===== src/rtl/timer_pkg.sv =====
// ----------------------------------------------------------------------------
// timer_pkg : shared types/constants for countdown_timer_ctl
// Rev 1.0
// ----------------------------------------------------------------------------
`default_nettype none

package timer_pkg;

  typedef enum logic [1:0] {
    IDLE  = 2'd0,
    RUN   = 2'd1,
    PAUSE = 2'd2,
    DONE  = 2'd3
  } state_t;

  typedef logic [3:0] bcd_digit_t;

  localparam int SEC_MAX = 59;

  // Binary 0..99 to a {tens, units} BCD byte.
  function automatic logic [7:0] to_bcd(input logic [6:0] v);
    bcd_digit_t tens;
    bcd_digit_t units;
    tens  = bcd_digit_t'(v / 7'd10);
    units = bcd_digit_t'(v % 7'd10);
    return {tens, units};
  endfunction

endpackage

`default_nettype wire


===== src/rtl/tick_gen.sv =====
// ----------------------------------------------------------------------------
// tick_gen : free-running modulo-TICK_DIV counter with enable and sync clear
// Rev 1.0
// ----------------------------------------------------------------------------
`default_nettype none

module tick_gen #(
  parameter int TICK_DIV = 100_000_000
) (
  input  logic clk,
  input  logic rst,
  input  logic i_en,
  input  logic i_clr,
  output logic o_tick
);

  localparam int c_cnt_w = (TICK_DIV > 2) ? $clog2(TICK_DIV) : 1;
  localparam logic [c_cnt_w-1:0] c_last = c_cnt_w'(TICK_DIV - 1);
  localparam logic [c_cnt_w-1:0] c_one  = c_cnt_w'(1);

  logic [c_cnt_w-1:0] r_cnt;

  always_ff @(posedge clk) begin
    if (rst || i_clr) begin
      r_cnt <= '0;
    end else if (i_en) begin
      r_cnt <= (r_cnt == c_last) ? '0 : r_cnt + c_one;
    end
  end

  // Raw terminal count; the consumer qualifies it with its own enable.
  assign o_tick = (r_cnt == c_last);

endmodule

`default_nettype wire


===== src/rtl/countdown_timer_ctl.sv =====
// ----------------------------------------------------------------------------
// countdown_timer_ctl : MM:SS up/down timer with preset edit, pause and expiry
// Optional blink output enabled by macro COUNTDOWN_TIMER_BLINK_EN. Rev 1.0
// ----------------------------------------------------------------------------
`default_nettype none

module countdown_timer_ctl
  import timer_pkg::*;
#(
  parameter int TICK_DIV = 100_000_000,
  parameter int MIN_MAX  = 59
) (
  input  logic        clk,
  input  logic        rst,
  input  logic        setting,
  input  logic        mode_up,
  input  logic        min_inc,
  input  logic        sec_inc,
  input  logic        start_stop,
  input  logic        pause_resume,
  output logic [15:0] time_bcd,
  output logic        running,
  output logic        paused,
  output logic        done,
`ifdef COUNTDOWN_TIMER_BLINK_EN
  output logic        blank,
`endif
  output logic        done_pulse
);

  localparam logic [6:0] c_min_max = 7'(MIN_MAX);
  localparam logic [5:0] c_sec_max = 6'(SEC_MAX);

  state_t     r_state, w_state_nxt;
  logic [6:0] r_pmin, w_pmin_nxt, r_cmin, w_cmin_nxt, w_step_min, w_up_min;
  logic [5:0] r_psec, w_psec_nxt, r_csec, w_csec_nxt, w_step_sec, w_up_sec;
  logic       r_mode, w_mode_nxt;
  logic       r_done_pulse, w_done_pulse_nxt;
  logic       w_tick_en, w_tick_clr, w_tick_term, w_step_end, w_preset_nz;

  tick_gen #(.TICK_DIV(TICK_DIV)) u_tick_gen (
    .clk    (clk),
    .rst    (rst),
    .i_en   (w_tick_en),
    .i_clr  (w_tick_clr),
    .o_tick (w_tick_term)
  );

  // Counter only advances on cycles where no higher-priority input wins.
  assign w_tick_en   = (r_state == RUN) && !setting && !start_stop && !pause_resume;
  assign w_preset_nz = (r_pmin != 7'd0) || (r_psec != 6'd0);
  assign w_up_min    = w_preset_nz ? r_pmin : c_min_max;
  assign w_up_sec    = w_preset_nz ? r_psec : c_sec_max;

  always_comb begin
    w_step_min = r_cmin;
    w_step_sec = r_csec;
    if (r_mode) begin
      if (r_csec == c_sec_max) begin
        w_step_sec = 6'd0;
        w_step_min = r_cmin + 7'd1;
      end else begin
        w_step_sec = r_csec + 6'd1;
      end
      w_step_end = (w_step_min == w_up_min) && (w_step_sec == w_up_sec);
    end else begin
      if (r_csec == 6'd0) begin
        w_step_sec = c_sec_max;
        w_step_min = r_cmin - 7'd1;
      end else begin
        w_step_sec = r_csec - 6'd1;
      end
      w_step_end = (w_step_min == 7'd0) && (w_step_sec == 6'd0);
    end
  end

  always_comb begin
    w_state_nxt      = r_state;
    w_pmin_nxt       = r_pmin;
    w_psec_nxt       = r_psec;
    w_cmin_nxt       = r_cmin;
    w_csec_nxt       = r_csec;
    w_mode_nxt       = r_mode;
    w_tick_clr       = 1'b0;
    w_done_pulse_nxt = 1'b0;
    if (setting) begin
      w_state_nxt = IDLE;
      if (r_state == IDLE) begin
        if (min_inc) w_pmin_nxt = (r_pmin >= c_min_max) ? 7'd0 : r_pmin + 7'd1;
        if (sec_inc) w_psec_nxt = (r_psec >= c_sec_max) ? 6'd0 : r_psec + 6'd1;
      end
    end else begin
      unique case (r_state)
        IDLE: begin
          if (start_stop && (mode_up || w_preset_nz)) begin
            w_state_nxt = RUN;
            w_mode_nxt  = mode_up;
            w_tick_clr  = 1'b1;
          end
        end
        RUN: begin
          if (start_stop) begin
            w_state_nxt = IDLE;
          end else if (pause_resume) begin
            w_state_nxt = PAUSE;
          end else if (w_tick_term) begin
            w_cmin_nxt = w_step_min;
            w_csec_nxt = w_step_sec;
            if (w_step_end) begin
              w_state_nxt      = DONE;
              w_done_pulse_nxt = 1'b1;
            end
          end
        end
        PAUSE: begin
          if (start_stop)        w_state_nxt = IDLE;
          else if (pause_resume) w_state_nxt = RUN;
        end
        DONE: begin
          if (start_stop) w_state_nxt = IDLE;
        end
        default: w_state_nxt = IDLE;
      endcase
    end
    // Display tracks the (possibly just edited) preset whenever idle.
    if ((r_state == IDLE) || (w_state_nxt == IDLE)) begin
      w_cmin_nxt = mode_up ? 7'd0 : w_pmin_nxt;
      w_csec_nxt = mode_up ? 6'd0 : w_psec_nxt;
    end
  end

  always_ff @(posedge clk) begin
    if (rst) begin
      r_state      <= IDLE;
      r_pmin       <= 7'd0;
      r_psec       <= 6'd0;
      r_cmin       <= 7'd0;
      r_csec       <= 6'd0;
      r_mode       <= 1'b0;
      r_done_pulse <= 1'b0;
    end else begin
      r_state      <= w_state_nxt;
      r_pmin       <= w_pmin_nxt;
      r_psec       <= w_psec_nxt;
      r_cmin       <= w_cmin_nxt;
      r_csec       <= w_csec_nxt;
      r_mode       <= w_mode_nxt;
      r_done_pulse <= w_done_pulse_nxt;
    end
  end

  assign time_bcd   = {to_bcd(r_cmin), to_bcd({1'b0, r_csec})};
  assign running    = (r_state == RUN);
  assign paused     = (r_state == PAUSE);
  assign done       = (r_state == DONE);
  assign done_pulse = r_done_pulse;

`ifdef COUNTDOWN_TIMER_BLINK_EN
  localparam int c_half   = (TICK_DIV / 2 > 1) ? TICK_DIV / 2 : 1;
  localparam int c_bcnt_w = (c_half > 2) ? $clog2(c_half) : 1;
  localparam logic [c_bcnt_w-1:0] c_blast = c_bcnt_w'(c_half - 1);
  localparam logic [c_bcnt_w-1:0] c_bone  = c_bcnt_w'(1);

  logic [c_bcnt_w-1:0] r_bcnt;
  logic                r_blank;

  always_ff @(posedge clk) begin
    if (rst || (r_state != DONE)) begin
      r_bcnt  <= '0;
      r_blank <= 1'b0;
    end else if (r_bcnt == c_blast) begin
      r_bcnt  <= '0;
      r_blank <= ~r_blank;
    end else begin
      r_bcnt  <= r_bcnt + c_bone;
    end
  end

  assign blank = r_blank;
`endif

endmodule

`default_nettype wire


===== config.mk =====
export PLATFORM = sky130hd
export DESIGN_NAME = countdown_timer_ctl
export DESIGN_NICKNAME = d
export VERILOG_FILES = /design/src/rtl/timer_pkg.sv /design/src/rtl/tick_gen.sv /design/src/rtl/countdown_timer_ctl.sv
export SDC_FILE = /design/constraint.sdc
export NUM_CORES = 1
export LEC_CHECK = 0
export ABC_AREA = 1
export BUFFER_PORTS_ARGS = -buffer_cell sky130_fd_sc_hd__buf_2
export CORE_AREA = 2 2 75 148
export DETAILED_ROUTE_END_ITERATION = 8
export DIE_AREA = 0 0 77 150
export PLACE_DENSITY_LB_ADDON = 0.12
export SLEW_MARGIN = 40
export SYNTH_ARGS = -nofsm -noshare
export SYNTH_HDL_FRONTEND = slang
export SYNTH_SLANG_ARGS = --single-unit
export TNS_END_PERCENT = 1

===== constraint.sdc =====
create_clock -name clk -period 3.1 [get_ports clk]
set_input_delay 0.31 -clock clk [delete_from_list [all_inputs] [get_ports clk]]
set_output_delay 0.31 -clock clk [all_outputs]
set_load 0.02 [all_outputs]

# --- Word-level counts from Yosys, hierarchy flattened ---
# Cells that the tools add are included.
op_classes:
  add_sub_neg: 7
  div_mod_pow: 4
  magnitude_cmp: 2
  eq_ne: 10
  mux: 50
  bitwise: 3
  reduce_logical: 25
ops:
  columns: ["op", "n"]
  rows:
  - ["$mux 7", 17]
  - ["$mux 6", 17]
  - ["$add 27x1->27 const B", 1]
  - ["$eq 27x27->1 const B", 1]
  - ["$mux 27", 1]
  - ["$mux 2", 9]
  - ["$add 7x1->7 const B", 2]
  - ["$add 6x1->6 const B", 2]
  - ["$logic_not 6->1", 2]
  - ["$pmux 2 s4", 1]
  - ["$div 6x4->7 const B", 1]
  - ["$div 7x4->7 const B", 1]
  - ["$eq 7x7->1", 1]
  - ["$ge 7x6->1 const B", 1]
  - ["$logic_not 7->1", 1]
  - ["$mod 6x4->7 const B", 1]
  - ["$mod 7x4->7 const B", 1]
  - ["$reduce_bool 7->1", 1]
  - ["$sub 7x1->7 const B", 1]
  - ["$eq 6x6->1", 1]
  - ["$eq 6x6->1 const B", 1]
  - ["$ge 6x6->1 const B", 1]
  - ["$logic_and 1x1->1", 6]
  - ["$ne 2x1->1 const B", 3]
  - ["13 further kinds", 27]
word_totals:
  ff_bits: 57
  input_bits: 8
  output_inout_bits: 20
  word_cells: 109

# --- Depth between registers and ports, before layout ---
# Gate-level depths: netlist of run 1.
logic_depth:
  word_depth: 16
  mapped_depth: 25
  ltp_nobuf: 24

# --- Cells and area by module ---
# Synthesis of run 1 repeated with hierarchy kept, for this count alone.
unflattened:
  hier_cells: 826
  hier_area_um2: 5017.3
by_module_without_submodules:
  columns: ["module", "instances", "cells_each", "area_per_inst_um2", "seq_area_each_um2"]
  rows:
  - ["countdown_timer_ctl", 1, 611, 3479.6, 600.6]
  - ["tick_gen", 1, 215, 1537.7, 540.5]

# --- Least setup slack after synthesis of run 1 ---
# No wires, ideal clock.
synth_timing:
  path_kind: "register to output"
  startpoint: "reg r_csec[4]"
  endpoint: "out time_bcd[2]"
  arrival_ns: 2.926
  required_time_ns: 2.790
  path_slack_ns: -0.136
  stages_incl_launch_ff: 14
  path_buffers: 1
  cell_sequence: "dfxtp_1 -> buf_4 -> inv_1 -> ha_1 -> o21ai_0 -> o21ai_2 -> xor2_1 -> nand2_1 -> nand2_1 -> nand2_1 -> xor2_1 -> ha_1 -> o211ai_2 -> mux2i_1"
synth_via:
  elab_chain_len: 1
synth_lines:
  columns: ["element", "line", "text"]
  rows:
  - ["start: declaration", "countdown_timer_ctl.sv:36", "logic [5:0] r_psec, w_psec_nxt, r_csec, w_csec_nxt, w_step_sec, w_up_sec;"]
  - ["start signal: assignment", "countdown_timer_ctl.sv:146", "r_csec <= w_csec_nxt;"]
  - ["$mod 6x4->7", "timer_pkg.sv:25", "units = bcd_digit_t'(v % 7'd10);"]
  - ["end: declaration", "countdown_timer_ctl.sv:21", "output logic [15:0] time_bcd,"]
# No other way between the ends.

# --- Final worst setup path of run 1 ---
layout_timing:
  startpoint: "reg r_csec[1]"
  endpoint: "out time_bcd[2]"
# Same word-level chain as after synthesis.

==> results of run 1 <==
[report_power, final]
part	leakage [nW]	internal, mW	switching [mW]	total, mW
logic	1.98	0.117	0.217	0.333
clock network	0.148	0.658	0.344	1.00
registers	0.466	0.740	0.0104	0.750
[state kept, by name (all words and copies together) (netlist names)]
signal	cells
r_mode	1
r_psec	6
done_pulse	1
r_cmin	7
r_state	2
r_csec	6
r_pmin	7
u_tick_gen.r_cnt	27
[final cells by class]
cell class	instances	share of cell area, %
multi-input cells	561	55.7
flip-flops and latches	57	21.1
inverters	112	7.66
repair buffers	59	7.12
clock buffers	12	4.65
well taps	137	3.11
clock inverters	3	0.725
[layout by cell type, fill, tap and decap left out, types with 3 or more instances in the layout]
master       n
a21oi_1     31
nor4_1       4
clkbuf_16    9
a211oi_1     6
xnor2_1      3
nand2_2     13
nand2_1    180
nand3_2      7
nand2_4      4
buf_2       23
ha_1        17
dfxtp_4      4
inv_2       10
nand4_1     16
ha_4         3
buf_4       34
nor2_1      92
a31oi_1      4
xor2_1      15
dfxtp_1     48
nor2_4       5
o21ai_0     39
nor2_2       4
inv_1      101
nor3_1      16
dfxtp_2      5
o211ai_1     4
o21ai_1     12
nand3_1     58
[worst max-delay path, cell delays in order, from the launching register on]
cell and delay (ns):
dfxtp_4 0.36, inv_2 0.08, ha_4 0.14, nand3_2 0.10, o21ai_4 0.19, xor2_1 0.21
nand2_1 0.13, nand2_2 0.11, nand2_4 0.07, a21oi_1 0.20, nor2_1 0.13, o211ai_4 0.27
mux2i_4 0.27, buf_6 0.13
[per-layer routing]
layer / vias to the layer above / track usage [%] / wire length (um)
li1: 2522 / - / -
met1: 2243 / 22.1 / 4880
met2: 102 / 47.2 / 7750
met3: 46 / 4.40 / 371
met4: 0 / 14.5 / 656
met5: - / 0 / 0
[what timing repair did]
action | in CTS | in global routing
hold buffers | 0 | 0
pin swaps | 5 | 11
endpoints found under the setup margin | 6 | 17
buffers inserted | 2 | 11
cloned | 0 | 1
resized for setup | 23 | 34
[cell families (layout without fill, tap and decap cells)]
logic type,after synthesis,in the layout
xor+xnor,20,20
mux,3,3
other cells,1,1
compound gates,108,108
buf+inv,134,186
simple gates,408,409
flops,57,57
fa+ha+maj,20,20
[through the flow]
stage,area [um^2],util [%],worst slack (ns)
final,5520,52.7,0.0466
after global routing,5520,52.7,-0.0745
after CTS,5300,50.6,0.00320
after floorplan,4620,-,-0.00639
after detailed placement,4940,47.2,0.0812
after global placement,4940,47.2,0.120
[worst max-delay path by stage]
stage / start / end / slack, ns / depth (start not counted)
floorplan: r_cmin[6]$_SDFFE_PP0P_ / time_bcd[10] / -0.006 / 22
global placement: r_csec[5]$_SDFFE_PP0P_ / r_cmin[4]$_SDFFE_PP0P_ / 0.12 / 19
detailed placement: r_csec[5]$_SDFFE_PP0P_ / r_csec[1]$_SDFFE_PP0P_ / 0.08 / 19
CTS: r_cmin[6]$_SDFFE_PP0P_ / time_bcd[9] / 0.003 / 23
global route: r_csec[1]$_SDFFE_PP0P_ / time_bcd[2] / -0.07 / 13
finish: r_csec[1]$_SDFFE_PP0P_ / time_bcd[2] / 0.05 / 13
==> flow_metrics.py, run 1 <==
metrics = {
    "status": {
        "outcome": "finished, final reports clean",
    },
    "worst_setup_path": {
        "cp.required_ns": 2.79,
        "rr_worst_depth": 22,
        "cp-end-kind": "primary output",
        "r2r-start": "r_csec[1]$_SDFFE_PP0P_",
        "startpoint_type": "flip-flop",
        "timing.rr.end": "r_csec[3]$_SDFFE_PP0P_",
        "rrSetupSlack_ns": 0.25,
        "cp_max_fo": 5,
        "cp.arrival_ns": 2.74,
        "critPathKind": "flip-flop to primary output",
    },
    "logic_synthesis": {
        "synthFlopType": "dfxtp_1",
        "synth.area.mux_share_pct": 0.682,
        "synth_top_area_cell": "dfxtp_1",
        "syn_inst": 751,
        "synthSimpleGateAreaFrac_pct": 39.8,
        "synth_top_family_by_area": "simple AND/OR/NAND/NOR gates",
        "ys_ff_latch": 57,
        "synth-seq-area-share_pct": 24.9,
        "synth_top_area_share_pct": 24.9,
        "async_reset_ff_share_pct": 0,
        "syn_nets": 779,
        "synthXorXnorAreaFrac_pct": 3.82,
        "syn_avg_cell_area_um2": 6.11,
        "synth_most_common_cell": "nand2_1",
        "synthAdderAreaFrac_pct": 5.45,
        "synth_edf_count": 0,
        "syn_area_mm2": 0.00459,
        "ys.warnings.count": 0,
        "synth_compound_area_share_pct": 13.3,
        "synthTopCellsByCount": "nand2_1 (192), inv_1 (106), nor2_1 (95)",
        "synth_cell_types": 47,
        "yosys-top-cells-area": "dfxtp_1 (25%), nand2_1 (16%), inv_1 (8.7%)",
    },
    "sta": {
        "skew_ns": 0.00322,
        "worstMarginPinSlew_ns": 0.573,
        "fin_worst_hold_slack_ns": 0.269,
        "fmax_mhz": 328,
        "fin_crit_ns": 3.05,
        "slew_headroom_pct": 61.8,
        "rsz0062_at_grt": "true",
        "finalMaxSlewViolations": 0,
        "fin_crit_sh_pct": 98.5,
        "finalSetupViolations": 0,
        "setup_tns_ns": 0,
        "finalHoldViolCount": 0,
    },
    "floorplanning": {
        "num_io_pins": 28,
        "die_w_um": 77,
        "row_count": 53,
        "core_area_mm2": 0.0105,
        "die_y_um": 150,
        "initial_core_util_pct": 43.8,
        "die_area_mm2": 0.0116,
    },
    "global_routing": {
        "grt.overflow.total": 0,
        "antenna_found_initial": 0,
        "grt_pass1_vias": 4801,
        "grt.total_usage_pct": 23.9,
        "grt_pass1_wl_mm": 21.8,
        "grt_max_degree": 19,
    },
    "min_path": {
        "whs_endpoint": "done_pulse$_SDFF_PP0_",
        "min_delay_path_depth": 2,
        "hold_start": "setting",
        "min_path_type": "input pin to flip-flop",
    },
    "finish": {
        "n_antenna_cell": 0,
        "drive_gt1_share_pct": 17.8,
        "ff_latch_area_mm2": 0.00116,
        "final_cells": 941,
        "syn_to_final_growth_pct": 20.3,
        "multiInputGateArea_mm2": 0.00307,
        "fillerInstances": 1128,
        "nets": 828,
    },
    "clocking": {
        "cts-buffers-inserted": 9,
        "clock_path_buffers": 2,
        "tritoncts": "done",
        "clock-sinks": 57,
        "cts-root-buf": "clkbuf_16",
        "cts_max_level": 3,
        "insertion_delay_ns": 0.33,
        "clk_pin_slew_ns": 0.05,
    },
    "pwr": {
        "ir_worst_vdd_mv": 0.289,
        "total_power_mw": 2.09,
        "power_per_cell_area_mw_per_mm2": 378,
        "leakagePower_nw": 2.59,
    },
    "placement": {
        "io_buffer_count": 26,
        "dp_cells": 912,
        "dp_hpwl_mm": 10.5,
        "globalplace.congestion": 0.977,
    },
    "detailed_routing": {
        "wl_per_cell_um": 14.5,
        "vias_per_cell": 5.22,
        "ant_nets": 0,
        "vias": 4913,
        "drc": 0,
        "finalWirelength_mm": 13.7,
        "dr.pass1.iters": 4,
        "drt_iter0_markers": 215,
    },
    "job": {
        "maxCapViolCount": 0,
    },
}
No activity file was read; power rests on OpenSTA's default activity.
==> run 2: changes to the inputs <==
Settings changed: RECOVER_POWER from default to 100, SLEW_MARGIN 40 to 10.
==> run 2 against run 1 <==
  * Sequential power about the same
  * Cell area is 0.27% lower
  * Critical path depth unchanged
  * Worst hold slack improved by 0.0038 ns
  * Highest routed layer unchanged
  * Utilization fell by 0.14 points
  * Setup slack improved by 0.0039 ns
  * Largest power group unchanged
  * Critical path type unchanged
  * Via count about the same
  * Clock power is essentially flat
==> flow_metrics.py, run 2 (synthesis gave the netlist of run 1 again) <==
metrics = {
    "status": {
        "outcome": "finished, final reports clean",
    },
    "finish": {
        "ff_latch_area_mm2": 0.00116,
        "nets": 828,
        "drive_gt1_share_pct": 16.8,
        "layout_common_cells": "nand2_1 (180), inv_1 (101), nor2_1 (92), nand3_1 (58), dfxtp_1 (48)",
        "largest_reg_flops": 27,
        "largest-register": "u_tick_gen.r_cnt",
        "final_common_cell": "nand2_1",
        "design_area_mm2": 0.00550,
        "syn_to_final_growth_pct": 20.0,
        "final_cells": 941,
        "fillerInstances": 1129,
        "n_antenna_cell": 0,
        "multiInputGateArea_mm2": 0.00307,
        "reg.largest.list": "u_tick_gen.r_cnt x27, r_cmin x7, r_pmin x7",
    },
    "worst_setup_path": {
        "cp.arrival_ns": 2.74,
        "cp_max_fo": 5,
        "critPathKind": "flip-flop to primary output",
        "startpoint_type": "flip-flop",
        "cp-end-kind": "primary output",
        "cp.required_ns": 2.79,
    },
    "detailed_routing": {
        "drc": 0,
        "finalWirelength_mm": 13.7,
        "drt_iter0_markers": 212,
        "dr.pass1.iters": 5,
        "ant_nets": 0,
        "wl_per_cell_um": 14.5,
        "vias": 4909,
        "vias_per_cell": 5.22,
    },
    "floorplanning": {
        "die_w_um": 77,
        "core_area_mm2": 0.0105,
        "num_io_pins": 28,
        "die_area_mm2": 0.0116,
        "die_y_um": 150,
        "initial_core_util_pct": 43.8,
        "row_count": 53,
    },
    "pwr": {
        "total_power_mw": 2.08,
        "power_per_cell_area_mw_per_mm2": 379,
        "ir_worst_vdd_mv": 0.288,
        "leakagePower_nw": 2.56,
    },
    "sta": {
        "worstMarginPinSlew_ns": 0.567,
        "setup_ws_ns": 0.0505,
        "finalMaxSlewViolations": 0,
        "skew_ns": 0.00324,
        "fin_crit_ns": 3.05,
        "fin_crit_sh_pct": 98.4,
        "finalSetupViolations": 0,
        "slew_headroom_pct": 62.2,
        "rsz0062_at_grt": "true",
        "fin_worst_hold_slack_ns": 0.273,
        "fmax_mhz": 328,
        "finalHoldViolCount": 0,
    },
    "placement": {
        "io_buffer_count": 26,
        "dp_cells": 912,
        "placed_area_mm2": 0.00494,
        "dp_hpwl_mm": 10.5,
        "dp_slack_ns": 0.0812,
        "globalplace.congestion": 0.977,
    },
    "min_path": {
        "min_path_type": "input pin to flip-flop",
    },
    "global_routing": {
        "grt.overflow.total": 0,
        "grt.total_usage_pct": 23.9,
        "grt_pass1_vias": 4801,
        "grt_max_degree": 19,
        "grt_pass1_wl_mm": 21.8,
        "antenna_found_initial": 0,
    },
    "clocking": {
        "clk_pin_slew_ns": 0.05,
        "tritoncts": "done",
        "cts-buffers-inserted": 9,
        "clock-sinks": 57,
        "cts_max_level": 3,
        "cts-root-buf": "clkbuf_16",
        "clock_path_buffers": 2,
        "insertion_delay_ns": 0.33,
    },
    "job": {
        "maxCapViolCount": 0,
    },
}
[run 2: cell types whose count changed in the layout (fill, tap and decap cells not counted)]
| cell | delta |
|---|---|
| buf_2 | -6 |
| buf_4 | -2 |
| clkbuf_1 | +8 |
[run 2: layout make-up]
type                       instances  area share [%]
multi-input combinational        561            55.8
sequential                        57            21.1
inverter                         112            7.68
timing repair buffer              59            6.87
clock buffer                      12            4.66
tap                              137            3.11
clock inverter                     3           0.727
[run 2: through the flow]
step | util [%] | TNS (ns)
global route | 52.5 | -0.280
global placement | 47.2 | 0
CTS | 50.6 | 0
finish | 52.5 | 0
floorplan | - | -0.0128
detailed placement | 47.2 | 0
[run 2: repair_timing]
| action | 4_1_cts | 5_1_grt |
|---|---|---|
| hold buffers | 0 | 0 |
| pin swaps | 5 | 11 |
| setup buffers | 2 | 11 |
| resized for setup | 23 | 34 |
| gates cloned | 0 | 1 |
| endpoints found under the setup margin | 6 | 17 |
[run 2: per-layer routing]
metal	vias to the layer above	GRT usage, %	part of all wire, %
met3	47	4.40	2.8
met2	111	47.2	57
met5	-	0	0
met4	0	14.5	4.9
met1	2228	22.1	36
li1	2523	-	-
[run 2: worst paths after layout]
check                           slack (ns)                               from                           endpoint  cells after the start
worst max register to register        0.25             r_csec[1]$_SDFFE_PP0P_             r_csec[3]$_SDFFE_PP0P_                     22
worst max-delay path                  0.05             r_csec[1]$_SDFFE_PP0P_                        time_bcd[2]                     13
worst min register to register        0.46  u_tick_gen.r_cnt[23]$_SDFFE_PP0P_  u_tick_gen.r_cnt[23]$_SDFFE_PP0P_                      2
worst min-delay path                  0.27                            setting              done_pulse$_SDFF_PP0_                      2
[run 2: worst max-delay path, stage by stage (launching register included)]
cell,delay [ns]
dfxtp_4,0.36
inv_2,0.08
ha_4,0.14
nand3_2,0.10
o21ai_4,0.19
xor2_1,0.21
nand2_1,0.13
nand2_2,0.11
nand2_4,0.07
a21oi_1,0.20
nor2_1,0.13
o211ai_4,0.27
mux2i_4,0.27
buf_6,0.13
[run 2: power by group]
group          internal, mW  switching [mW]  total [mW]
combinational         0.114           0.217       0.331
sequential            0.740          0.0105       0.751
clock                 0.658           0.344        1.00
total                  1.51           0.571        2.08
